### config.mk
export PLATFORM = sky130hd
export DESIGN_NAME = fpga1_transmitter
export DESIGN_NICKNAME = d
export VERILOG_FILES = /design/src/rtl/fpga1_transmitter.sv
export SDC_FILE = /design/constraint.sdc
export NUM_CORES = 1
export LEC_CHECK = 0
export CORE_MARGIN = 8
export CORE_UTILIZATION = 34
export DETAILED_ROUTE_END_ITERATION = 8
export PLACE_DENSITY = 0.72
export REMOVE_ABC_BUFFERS = 1
export SKIP_LAST_GASP = 1
export SLEW_MARGIN = 10
export SYNTH_ARGS = -nofsm -noshare
export SYNTH_HDL_FRONTEND = slang
export SYNTH_SLANG_ARGS = --single-unit
### constraint.sdc
create_clock -name clk -period 1.99 [get_ports clk]
set_clock_uncertainty 0.2 [all_clocks]
set_input_delay 0.199 -clock clk [delete_from_list [all_inputs] [get_ports clk]]
set_output_delay 0.199 -clock clk [all_outputs]
set_load 0.005 [all_outputs]
### src/rtl/fpga1_transmitter.sv
// Sending side of the FPGA-to-FPGA parallel link: pops fixed-length bursts from a
// show-ahead FIFO and holds each word on data_out for HOLD_CYCLES across the req/rdy/done/ack handshake.
module fpga1_transmitter #(
  parameter int BURST_LEN   = 16,
  parameter int HOLD_CYCLES = 4,
  parameter int TIMEOUT     = 1024,
  parameter int CNT_W       = 10
) (
  input  logic             clk,
  input  logic             rst,
  input  logic             en,
  input  logic [CNT_W-1:0] src_count,
  input  logic [31:0]      src_rdata,
  output logic             src_rd_en,
  output logic [31:0]      data_out,
  output logic             req_out,
  output logic             send_done,
  input  logic             rdy_in,
  input  logic             ack_in,
  input  logic             err_clr,
  output logic             busy,
  output logic             timeout_err,
  output logic             abort_err,
  output logic [15:0]      burst_cnt
);

  localparam int DATA_W = 32;
  localparam int TMR_W  = $clog2(TIMEOUT + 1);
  localparam int HLD_W  = $clog2(HOLD_CYCLES);
  localparam int WRD_W  = $clog2(BURST_LEN + 1);

  localparam logic [TMR_W-1:0] TMR_LAST  = TMR_W'(TIMEOUT - 1);
  localparam logic [HLD_W-1:0] HLD_LAST  = HLD_W'(HOLD_CYCLES - 1);
  localparam logic [WRD_W-1:0] WRD_LAST  = WRD_W'(BURST_LEN - 1);
  localparam logic [CNT_W-1:0] BURST_MIN = CNT_W'(BURST_LEN);

  typedef enum logic [1:0] {S_IDLE, S_REQ, S_SEND, S_DONE} state_t;

  state_t             state_q;
  logic               rdy_meta_q, rdy_s_q;
  logic               ack_meta_q, ack_s_q, ack_d_q;
  logic [TMR_W-1:0]   timer_q;
  logic [HLD_W-1:0]   hold_q;
  logic [WRD_W-1:0]   word_q;
  logic [DATA_W-1:0]  data_q;
  logic               req_q, done_q;
  logic [15:0]        bcnt_q;
  logic               tmo_err_q, abt_err_q;
  logic               tmo_err_d, abt_err_d;

  logic ack_rise, start, pop, tmo_hit, abort_hit;

  assign ack_rise  = ack_s_q & ~ack_d_q;
  assign start     = en && (src_count >= BURST_MIN) && !rdy_s_q && !ack_s_q;
  assign abort_hit = (state_q == S_SEND) && !rdy_s_q;
  // Pop is gated by rdy_s so an abort cycle never consumes a word.
  assign pop       = (state_q == S_SEND) && rdy_s_q && (hold_q == HLD_LAST);
  assign tmo_hit   = (timer_q == TMR_LAST) &&
                     (((state_q == S_REQ) && !rdy_s_q) || ((state_q == S_DONE) && !ack_rise));

  assign tmo_err_d = tmo_hit   | (tmo_err_q & ~err_clr);
  assign abt_err_d = abort_hit | (abt_err_q & ~err_clr);

  always_ff @(posedge clk or negedge rst) begin
    if (!rst) begin
      rdy_meta_q <= 1'b0;
      rdy_s_q    <= 1'b0;
      ack_meta_q <= 1'b0;
      ack_s_q    <= 1'b0;
      ack_d_q    <= 1'b0;
      tmo_err_q  <= 1'b0;
      abt_err_q  <= 1'b0;
    end else begin
      rdy_meta_q <= rdy_in;
      rdy_s_q    <= rdy_meta_q;
      ack_meta_q <= ack_in;
      ack_s_q    <= ack_meta_q;
      ack_d_q    <= ack_s_q;
      tmo_err_q  <= tmo_err_d;
      abt_err_q  <= abt_err_d;
    end
  end

  always_ff @(posedge clk or negedge rst) begin
    if (!rst) begin
      state_q <= S_IDLE;
      timer_q <= '0;
      hold_q  <= '0;
      word_q  <= '0;
      data_q  <= '0;
      req_q   <= 1'b0;
      done_q  <= 1'b0;
      bcnt_q  <= '0;
    end else begin
      case (state_q)
        S_IDLE: begin
          if (start) begin
            state_q <= S_REQ;
            req_q   <= 1'b1;
            timer_q <= '0;
          end
        end
        S_REQ: begin
          if (rdy_s_q) begin
            state_q <= S_SEND;
            word_q  <= '0;
            hold_q  <= '0;
            timer_q <= '0;
          end else if (tmo_hit) begin
            state_q <= S_IDLE;
            req_q   <= 1'b0;
            timer_q <= '0;
          end else begin
            timer_q <= timer_q + 1'b1;
          end
        end
        S_SEND: begin
          if (abort_hit) begin
            state_q <= S_IDLE;
            req_q   <= 1'b0;
            done_q  <= 1'b0;
          end else begin
            if (hold_q == '0) data_q <= src_rdata;
            if (pop) begin
              hold_q <= '0;
              word_q <= word_q + 1'b1;
              if (word_q == WRD_LAST) begin
                state_q <= S_DONE;
                done_q  <= 1'b1;
                timer_q <= '0;
              end
            end else begin
              hold_q <= hold_q + 1'b1;
            end
          end
        end
        S_DONE: begin
          if (ack_rise) begin
            state_q <= S_IDLE;
            req_q   <= 1'b0;
            done_q  <= 1'b0;
            bcnt_q  <= bcnt_q + 1'b1;
            timer_q <= '0;
          end else if (tmo_hit) begin
            state_q <= S_IDLE;
            req_q   <= 1'b0;
            done_q  <= 1'b0;
            timer_q <= '0;
          end else begin
            timer_q <= timer_q + 1'b1;
          end
        end
        default: state_q <= S_IDLE;
      endcase
    end
  end

  assign src_rd_en   = pop;
  assign data_out    = data_q;
  assign req_out     = req_q;
  assign send_done   = done_q;
  assign busy        = (state_q != S_IDLE);
  assign timeout_err = tmo_err_q;
  assign abort_err   = abt_err_q;
  assign burst_cnt   = bcnt_q;

endmodule

==> metrics <==
P_int 4.10 mW; clock-pin slew of the registers on the worst-case setup and hold paths 0.08 ns; final worst slack 0.0582 ns; Avg Inst Size Synth 12.1 sq um; WHS 0.0933 ns; Fillers 903; Synth Register Bits 77; Cell Rows 37; ys flop type dfrtp_1; root buf cell clkbuf_8; placed insts 536; DR iter-0 viols 119; Reg area 0.00193 sq mm; worst hold path class in -> reg; Clock Path Buffers 2; nets 469; Final min period 1.93 ns; Leak Pwr 2.16 nW; peak supply drop 553 uV; PD cells 1170 mW/mm^2; CP Data Required Time 2.06 ns; switch share 30.6%; Critical Path Sink Type flop; gr usage total 12.3%; Setup Viol. Count Final 0; worst path cell trace ha_1 > and3_1 > ha_1 > a21o_1 > buf_4 > o32a_2 > o21ai_2; drt wl/cell 15.1 um; CP arrival 2.00 ns; H-tree depth 3; GPL Wtd Cong 0.814; DRC 0; family with the most delay on the worst path compound AO/OA/AOI/OAI gates; Antenna Nets Post-Route 0; Mapped Area 0.00350 sq mm; Die X 117 um; Max Slew Vio Count 0; first-pass GRT wire length 13900 um; Routed Wire Length 8420 um; total vias in the final route 2697; Crit path largest cell delay 0.39 ns; CTS tree done; RSZ-0062 raised after global routing no; drt pass-1 iters 4; WS Path Type reg -> reg; CTS Buf Count 9; largest net degree at the start of global routing 78; outcome completed; Finished Layout Cells 556; slew margin rel. 57.9%; fin crit share 97.1%; Post-synth EDFFs 0; Power Total 5.91 mW; WP buf/inv 1; DIE HEIGHT 117 um; Cells after Synth 290; sequential cell area fraction in the yosys report 55.0%; clock sink total 77; share of post-route cells with drive strength above 1 23.6%; vias in the first global route 2751; footprint of the multi-input gates 0.00151 sq mm; Worst-Margin Slew 0.625 ns; Diodes inserted 0; Core Area 0.0101 sq mm; crit-path most repeated cell ha_1; IO Port Bufs 97; Crit Path Max Fanout 3; pre-CTS setup slack -0.237 ns; Worst path slowest cell dfrtp_1; Area growth, synth to finish 44.4%; Max Fclk 518 MHz; Vias/cell 4.85; initial core utilization 34.5%; Async SR Flop Fraction 100%; dpl hpwl 6110 um; # IOs 102; count of different cell masters after synthesis 52; Comb power frac 41.3%; Critical Path Start Type flop; Seq pwr share 39.2%; synth warn 0; die area 0.0138 sq mm; Clock Latency Late Sink 0.34 ns; count of final hold-check violations 0; Sw Pwr 1.81 mW; grt ovf 0; Core Util, Final 49.9%; Clock Power Share 19.5%; initial antenna violation count 0; Max-Cap Viols 0
==> timing repair <==
| action | 4_1_cts | 5_1_grt |
|---|---|---|
| setup endpoints to repair | 10 | 13 |
| endpoints found under the hold margin | 77 | 0 |
| hold buffers | 1 | 0 |
| resized for setup | 9 | 10 |
| setup buffers | 2 | 1 |
| pin swaps | 0 | 1 |
==> path summary, 6_finish.rpt <==
kind,start,to,slack (ns),cells past startpoint
hold reg to reg,rdy_meta_q,rdy_s_q,0.15,0
setup / recovery,word_q[0],timer_q[9],0.06,7
max in group asynchronous,rst,rdy_s_q,1.04,3
setup reg to reg,word_q[0],timer_q[9],0.06,7
min in group asynchronous,rst,burst_cnt[4],0.21,3
hold / removal,rdy_in,rdy_meta_q,0.09,1
==> power by group through the flow <==
stage                     registers (mW)  clock network, mW  logic, mW
final                               2.32               1.15       2.44
after global routing                2.38               1.27       2.66
after CTS                           2.32               1.20       2.45
after detailed placement            2.36                  0       2.37
after floorplan                     2.43                  0      0.915
after global placement              2.33                  0       2.32
==> final cells by class <==
type / instances / share of cell area [%]
flip-flops and latches: 77 / 38.2
multi-input cells: 191 / 29.9
repair buffers: 123 / 23.8
well taps: 136 / 3.37
clock buffers: 10 / 2.52
clock inverters: 6 / 1.26
inverters: 13 / 0.965
==> per-layer routing <==
metal / wire, um / up-vias / GRT usage, %
met5: 0 / - / 0
met4: 87 / 0 / 4.40
met3: 397 / 10 / 3.98
met2: 4190 / 62 / 20.1
met1: 3740 / 1323 / 14.8
li1: - / 1302 / -
==> cells in the final DEF (no fill, tap or decap), types with 2 or more instances in the layout <==
| cell type | instances |
|---|---|
| nor4_4 | 2 |
| clkinv_2 | 2 |
| clkdlybuf4s50_1 | 94 |
| a21oi_1 | 5 |
| a221o_1 | 5 |
| nor4_1 | 5 |
| dfrtp_2 | 3 |
| and2_1 | 3 |
| xnor2_1 | 13 |
| or2b_2 | 2 |
| nor3_1 | 7 |
| o2bb2ai_1 | 2 |
| buf_4 | 22 |
| and3_1 | 5 |
| xor2_1 | 3 |
| a22oi_1 | 3 |
| nand2_1 | 23 |
| ha_2 | 2 |
| nand3_1 | 12 |
| inv_1 | 12 |
| clkbuf_8 | 9 |
| mux2_2 | 33 |
| o21ai_0 | 11 |
| nor2_1 | 6 |
| a31oi_1 | 2 |
| ha_1 | 4 |
| o32ai_1 | 2 |
| a21o_2 | 2 |
| and4_1 | 2 |
| nor2b_1 | 2 |
| clkinvlp_4 | 2 |
| nand4_1 | 6 |
| dfrtp_1 | 74 |
| buf_12 | 2 |
| a22o_1 | 3 |
| o22ai_1 | 2 |
| nor2_4 | 2 |
==> through the flow <==
stage,instance area [sq um],TNS (ns)
global placement,4770,-1.09
detailed placement,4770,-1.71
CTS,5010,-0.131
floorplan,3440,-14.62
global route,5050,0
finish,5050,0
==> logic make-up (layout without fill, tap and decap cells) <==
group,Yosys count,after routing,synth area share (%)
compound gates,46,46,9.61
xor+xnor,16,16,4.00
fa+ha+maj,6,6,2.14
buf+inv,22,152,3.04
flops,77,77,55.0
mux,34,34,10.9
simple gates,89,89,15.3
==> cells in the mapped netlist (all sizes together), types with 3 or more instances <==
| cell | n | share of area (%) |
|---|---|---|
| a21o | 3 | 0.71 |
| a21oi | 5 | 0.71 |
| a221o | 5 | 1.4 |
| a22o | 3 | 0.75 |
| a22oi | 3 | 0.64 |
| and2 | 3 | 0.54 |
| and3 | 6 | 1.1 |
| buf | 7 | 1.4 |
| dfrtp | 77 | 55 |
| ha | 6 | 2.1 |
| inv | 12 | 1.3 |
| mux2 | 33 | 11 |
| nand2 | 23 | 2.5 |
| nand3 | 13 | 1.9 |
| nand4 | 7 | 1.4 |
| nor2 | 9 | 1.2 |
| nor2b | 3 | 0.54 |
| nor3 | 7 | 1.0 |
| nor4 | 8 | 2.5 |
| o21ai | 12 | 1.7 |
| xnor2 | 13 | 3.3 |
| xor2 | 3 | 0.75 |
==> sequential cells by signal (all words and copies together) (netlist names) <==
register     cells
burst_cnt       16
state_q          2
data_out        32
timeout_err      1
rdy_meta_q       1
rdy_s_q          1
send_done        1
abort_err        1
ack_meta_q       1
req_out          1
ack_d_q          1
hold_q           2
ack_s_q          1
word_q           5
timer_q         11
No activity file was read; power rests on OpenSTA's default activity.
